File: config.mk
export PLATFORM = sky130hd
export DESIGN_NAME = mem_bus_arbiter
export DESIGN_NICKNAME = d
export VERILOG_FILES = /design/src/rtl/mips_bus_pkg.sv /design/src/rtl/arb_starve_cnt.sv /design/src/rtl/mem_bus_arbiter.sv
export SDC_FILE = /design/constraint.sdc
export NUM_CORES = 1
export LEC_CHECK = 0
export ABC_AREA = 1
export ABC_CLOCK_PERIOD_IN_PS = 1600
export BUFFER_PORTS_ARGS = -buffer_cell sky130_fd_sc_hd__buf_2
export CORE_UTILIZATION = 43
export DETAILED_ROUTE_END_ITERATION = 6
export PLACE_DENSITY = 0.77
export SYNTH_ARGS = -nofsm -noshare
export SYNTH_HDL_FRONTEND = slang
export SYNTH_SLANG_ARGS = --single-unit
File: constraint.sdc
create_clock -name clk -period 1.6 [get_ports clk]
set_input_delay 0.32 -clock clk [delete_from_list [all_inputs] [get_ports clk]]
set_output_delay 0.32 -clock clk [all_outputs]
set_load 0.05 [all_outputs]
File: src/rtl/mips_bus_pkg.sv
// Shared types and defaults for the instruction/data memory bus arbiter.
package mips_bus_pkg;

    localparam int unsigned AddrW    = 32;
    localparam int unsigned DataW    = 32;
    localparam int unsigned MaxDcons = 4;

    // Arbiter sequencing states
    typedef enum logic [1:0] {
        IDLE     = 2'd0,
        D_BUSY   = 2'd1,
        IF_BUSY  = 2'd2,
        IF_DRAIN = 2'd3
    } arb_state_t;

    // Grant encodings
    localparam logic [1:0] GNT_NONE = 2'd0;
    localparam logic [1:0] GNT_IF   = 2'd1;
    localparam logic [1:0] GNT_D    = 2'd2;

    // Data port is older (M stage) and wins, unless fetch has been starved long enough
    function automatic logic [1:0] pickGrant(input logic dElig,
                                             input logic ifElig,
                                             input logic forceIf);
        logic [1:0] gnt;
        gnt = GNT_NONE;
        if (forceIf && ifElig) begin
            gnt = GNT_IF;
        end else if (dElig) begin
            gnt = GNT_D;
        end else if (ifElig) begin
            gnt = GNT_IF;
        end
        return gnt;
    endfunction

endpackage

File: src/rtl/arb_starve_cnt.sv
// Saturating count of data grants completed while a fetch waits; flags when fetch must go next.
module arb_starve_cnt #(
    parameter int unsigned MAX_DCONS = 4,
    parameter int unsigned CNT_W     = 3
) (
    input  logic             clk,
    input  logic             rst,
    input  logic             inc,
    input  logic             clr,
    output logic [CNT_W-1:0] consec,
    output logic             forceIf
);

    logic [CNT_W-1:0] consecNext;

    // Clear wins over increment; increment stops at the limit
    always_comb begin
        consecNext = consec;
        if (clr) begin
            consecNext = '0;
        end else if (inc && (consec != CNT_W'(MAX_DCONS))) begin
            consecNext = consec + CNT_W'(1);
        end
    end

    // Counter and registered force flag
    always_ff @(posedge clk or negedge rst) begin
        if (!rst) begin
            consec  <= '0;
            forceIf <= 1'b0;
        end else begin
            consec  <= consecNext;
            forceIf <= (consecNext == CNT_W'(MAX_DCONS));
        end
    end

endmodule

File: src/rtl/mem_bus_arbiter.sv
// Shares one single-ported memory bus between the fetch and data ports, one transaction at a time.
module mem_bus_arbiter
    import mips_bus_pkg::*;
#(
    parameter int unsigned AW        = AddrW,
    parameter int unsigned DW        = DataW,
    parameter int unsigned MAX_DCONS = MaxDcons
) (
    input  logic          clk,
    input  logic          rst,
    // instruction fetch port
    input  logic          if_req,
    input  logic [AW-1:0] if_addr,
    input  logic          if_abort,
    output logic [DW-1:0] if_rdata,
    output logic          if_ready,
    output logic          if_stall,
    // data port
    input  logic          d_req,
    input  logic          d_we,
    input  logic [AW-1:0] d_addr,
    input  logic [DW-1:0] d_wdata,
    output logic [DW-1:0] d_rdata,
    output logic          d_ready,
    output logic          d_stall,
    // memory side
    output logic          mem_req,
    output logic          mem_we,
    output logic [AW-1:0] mem_addr,
    output logic [DW-1:0] mem_wdata,
    input  logic [DW-1:0] mem_rdata,
    input  logic          mem_ack
);

    localparam int unsigned CntW = $clog2(MAX_DCONS + 1);

    arb_state_t    state;
    arb_state_t    stateNext;

    logic          memReqNext;
    logic          memWeNext;
    logic [AW-1:0] memAddrNext;
    logic [DW-1:0] memWdataNext;
    logic [DW-1:0] ifRdataNext;
    logic [DW-1:0] dRdataNext;
    logic          ifReadyNext;
    logic          dReadyNext;

    logic          cntInc;
    logic          cntClr;
    logic [CntW-1:0] consec;
    logic          forceIf;

    logic          dElig;
    logic          ifElig;
    logic [1:0]    grant;

    // Stall requests toward the hazard unit
    assign if_stall = if_req & ~if_ready;
    assign d_stall  = d_req & ~d_ready;

    // A port being answered this cycle, or a fetch being flushed, cannot win the bus
    assign dElig  = d_req & ~d_ready;
    assign ifElig = if_req & ~if_ready & ~if_abort;
    assign grant  = pickGrant(dElig, ifElig, forceIf);

    arb_starve_cnt #(
        .MAX_DCONS (MAX_DCONS),
        .CNT_W     (CntW)
    ) u_starve (
        .clk     (clk),
        .rst     (rst),
        .inc     (cntInc),
        .clr     (cntClr),
        .consec  (consec),
        .forceIf (forceIf)
    );

    // State register
    always_ff @(posedge clk or negedge rst) begin
        if (!rst) begin
            state <= IDLE;
        end else begin
            state <= stateNext;
        end
    end

    // Next state and next values of all registered outputs
    always_comb begin
        stateNext    = state;
        memReqNext   = mem_req;
        memWeNext    = mem_we;
        memAddrNext  = mem_addr;
        memWdataNext = mem_wdata;
        ifRdataNext  = if_rdata;
        dRdataNext   = d_rdata;
        ifReadyNext  = 1'b0;
        dReadyNext   = 1'b0;
        cntInc       = 1'b0;
        cntClr       = 1'b0;

        case (state)
            IDLE: begin
                if (grant == GNT_D) begin
                    memReqNext   = 1'b1;
                    memWeNext    = d_we;
                    memAddrNext  = d_addr;
                    memWdataNext = d_wdata;
                    stateNext    = D_BUSY;
                end else if (grant == GNT_IF) begin
                    memReqNext   = 1'b1;
                    memWeNext    = 1'b0;
                    memAddrNext  = if_addr;
                    stateNext    = IF_BUSY;
                end
            end

            D_BUSY: begin
                if (mem_ack) begin
                    memReqNext = 1'b0;
                    dReadyNext = 1'b1;
                    if (!mem_we) begin
                        dRdataNext = mem_rdata;
                    end
                    cntInc    = if_req;
                    cntClr    = ~if_req;
                    stateNext = IDLE;
                end
            end

            IF_BUSY: begin
                if (mem_ack) begin
                    memReqNext = 1'b0;
                    cntClr     = 1'b1;
                    stateNext  = IDLE;
                    // A flush arriving with the ack still kills the instruction
                    if (!if_abort) begin
                        ifRdataNext = mem_rdata;
                        ifReadyNext = 1'b1;
                    end
                end else if (if_abort) begin
                    stateNext = IF_DRAIN;
                end
            end

            IF_DRAIN: begin
                // Memory cannot be cancelled; wait out the access and drop its data
                if (mem_ack) begin
                    memReqNext = 1'b0;
                    cntClr     = 1'b1;
                    stateNext  = IDLE;
                end
            end

            default: begin
                stateNext  = IDLE;
                memReqNext = 1'b0;
            end
        endcase
    end

    // Registered bus and port outputs; reset abandons any in-flight access
    always_ff @(posedge clk or negedge rst) begin
        if (!rst) begin
            mem_req   <= 1'b0;
            mem_we    <= 1'b0;
            mem_addr  <= '0;
            mem_wdata <= '0;
            if_rdata  <= '0;
            d_rdata   <= '0;
            if_ready  <= 1'b0;
            d_ready   <= 1'b0;
        end else begin
            mem_req   <= memReqNext;
            mem_we    <= memWeNext;
            mem_addr  <= memAddrNext;
            mem_wdata <= memWdataNext;
            if_rdata  <= ifRdataNext;
            d_rdata   <= dRdataNext;
            if_ready  <= ifReadyNext;
            d_ready   <= dReadyNext;
        end
    end

endmodule
==> results_dict.tcl <==
set metrics [dict create \
    netlist_instances 589 \
    final_hold_viol_count 0 \
    path_class "flip-flop to flip-flop" \
    globalplace.congestion 0.790 \
    synth.distinct_cells 23 \
    placed_area_sq_um 7640 \
    synth-xor-area-share_pct 0.146 \
    r2r-end "mem_wdata[25]" \
    grt_pass1_vias 5046 \
    fin_area_sq_um 8470 \
    synth-compound-area-share_pct 13.3 \
    routed_via_density 4.68 \
    area_growth_pct 41.1 \
    finalWorstSetupSlack_ps -90.8 \
    critical-path-max-stage-delay_ps 430 \
    cp.required_ps 1900 \
    yosys.area_share.adder_pct 0.625 \
    p_sw_share_pct 49.6 \
    slew_violations 0 \
    ys_seq_area_share_pct 57.5 \
    setup_viol 66 \
    crit_chain "nor3_4, a21oi_1, ha_2, nand2_4, buf_12, mux2_4" \
    grtUsageMet3_pct 7.31 \
    skew_ps 5.63 \
    cts_max_level 4 \
    layout_common_cells "266 x buf_2, 136 x dfrtp_1, 131 x nand2_1, 80 x inv_1, 78 x o21ai_1" \
    track_usage_pct 21.4 \
    combPwrFrac_pct 53.1 \
    cp-end-kind "flip-flop" \
    port_buffers 268 \
    gr-usage-met1_pct 23.9 \
    cts_tree "yes" \
    violations "setup timing" \
    yosys.area.top_type "dfrtp_1" \
    netlist.area_leader.share_pct 57.5 \
    fp-row-count 42 \
    drive_above_1_share_pct 47.1 \
    dieArea_sq_um 14400 \
    critPathSlowestCell "dfrtp_2" \
    worst_pin_slew_ps 463 \
    antenna_found_initial 0 \
    yosys_warnings 0 \
    power.total_mw 22.3 \
    grt_start_max_net_pins 65 \
    postRouteAntennaNets 0 \
    drc 0 \
    peakVddDrop_uv 1560 \
    worstSetupPathDepth 6 \
    yosys_register_bits 138 \
    power.density_nw_per_um2 2630 \
    p_leak_nw 4.74 \
    period_minus_slack_ps 1690 \
    ff2ff_setup_slack_ps -90 \
    cts_buffer_depth 2 \
    top_level_ports 269 \
    maxCapViolCount 0 \
    crit_fanout 13 \
    clock_latency_ps 410 \
    clkTransAtPathRegs_ps 60 \
    dr.pass1.iters 4 \
    timing.final.crit_share_pct 106 \
    synth_mux_area_share_pct 7.81 \
    antenna_cells 0 \
    worstPathBufferInverterCount 1 \
    cp_top_family "flip-flops" \
    critPathLaunchType "flip-flop" \
    status "finished, violations left" \
    hold_slack_ps 133 \
    crit_path_start "if_ready" \
    top_usage_layer "met2" \
    yosys-top-cells-area "dfrtp_1 58%, nand2_1 8.9%, mux2_4 7.3%" \
    die_y_um 120 \
    dp_hpwl_um 10800 \
    cp.arrival_ps 1990 \
    cts_buffers 17 \
    initial_core_util_pct 44.6 \
    timing.rr.start "if_ready" \
    cts-root-buf "clkbuf_16" \
    drtIter0Drc 169 \
    synth_top_family_by_area "compound AO/OA/AOI/OAI gates" \
    grt-ovfl-total 0 \
    synth_simple_gate_area_share_pct 11.0 \
    syn-cell-area_sq_um 6000 \
    slew_headroom_pct 69.1 \
    p_switching_mw 11.1 \
    grt.met2_usage_pct 37.0 \
    cts_sinks 138 \
    internal_power_mw 11.3 \
    setup.worst_path.end "mem_wdata[25]" \
    worst_r2r_path_depth 6 \
    rsz0062_at_grt "true" \
    grt_pass1_wl_um 23800 \
    die_w_um 120 \
    clockPowerShare_pct 19.2 \
    clock.fmax_mhz 591 \
    finalNetCount 1016 \
    finalWirelength_um 15000 \
    syn-num-nets 727 \
    layout_commonest_cell "buf_2" \
    synth.avg_cell_area_sq_um 10.2 \
    hp-class "input port to flip-flop" \
    core_sq_um 13500 \
    power_frac_seq_pct 27.6 \
    vias 4992 \
    avgRoutedWirePerCell_um 14.1 \
]
-- layout make-up --
cell class / instances / area [sq um]
well taps: 176 / 220
multi-input cells: 339 / 2060
repair buffers: 299 / 1770
fillers: 1105 / 4980
flip-flops and latches: 138 / 3460
inverters: 83 / 317
clock buffers: 19 / 433
clock inverters: 13 / 215
-- timing repair --
action,in CTS,in global routing
buffers inserted,2,2
hold endpoints to repair,41,0
endpoints found under the setup margin,67,69
resized for setup,27,14
pin swaps,0,2
cloned,1,1
hold buffers,1,0
-- stage by stage --
step / util [%] / TNS [ps] / setup WS [ps] / instances
6_report: 63.0 / -3470 / -90.8 / 1067
5_1_grt: 63.0 / -8670 / -159 / 1067
4_1_cts: 62.4 / -2150 / -66.5 / 1065
3_5_place_dp: 56.8 / -5540 / -127 / 1029
3_3_place_gp: 56.8 / -4190 / -98.1 / 1029
2_1_floorplan: - / -19300 / -310 / 589
-- sequential cells by signal, summed over array words and instances, names as in the netlist --
signal            count
mem_wdata            32
mem_req               1
u_starve.forceIf      1
mem_addr             32
u_starve.consec       3
if_ready              1
if_rdata             32
d_rdata              32
mem_we                1
state                 2
d_ready               1
-- how the worst min path moves through the flow --
stage | end | start | cells after the start
after global placement | d_rdata[25] | rst | 1
after global routing | mem_wdata[4] | d_wdata[4] | 2
final | mem_wdata[8] | d_wdata[8] | 2
after floorplan | d_rdata[0] | rst | 0
after CTS | mem_wdata[8] | d_wdata[8] | 2
after detailed placement | if_rdata[23] | rst | 1
-- power groups by stage --
stage | sequential [mW] | clock, mW | combinational, mW
final | 6.17 | 4.29 | 11.9
after detailed placement | 6.11 | 0 | 11.6
after global placement | 6.09 | 0 | 11.4
after CTS | 6.16 | 4.38 | 11.8
after global routing | 6.37 | 4.54 | 12.5
after floorplan | 11.8 | 0 | 3.19
-- cell usage after synthesis, drive strengths merged --
library cell    n
nand2         145
dfrtp         138
o21ai         136
inv            83
mux2           32
buf            26
nor2           15
nand3           5
clkbuf          3
ha              3
a21oi           1
nor3            1
xnor2           1
-- logic make-up (layout without fill, tap and decap cells) --
kind of cell	Yosys count	in the layout
simple gates	166	166
buf+inv	112	414
fa+ha+maj	3	3
mux	32	32
flops	138	138
xor+xnor	1	1
compound gates	137	137
-- worst reg2reg max path: stages (launching register included) --
cell and delay [ps]:
dfrtp_2 430, nor3_4 200, a21oi_1 90, ha_2 230, nand2_4 140, buf_12 180, mux2_4 320
-- layer usage --
layer	wire, um	vias to the layer above
li1	-	2457
met1	5950	2288
met2	7480	221
met3	1260	26
met4	306	0
met5	0	-
Power figures use the tool's default switching activity.
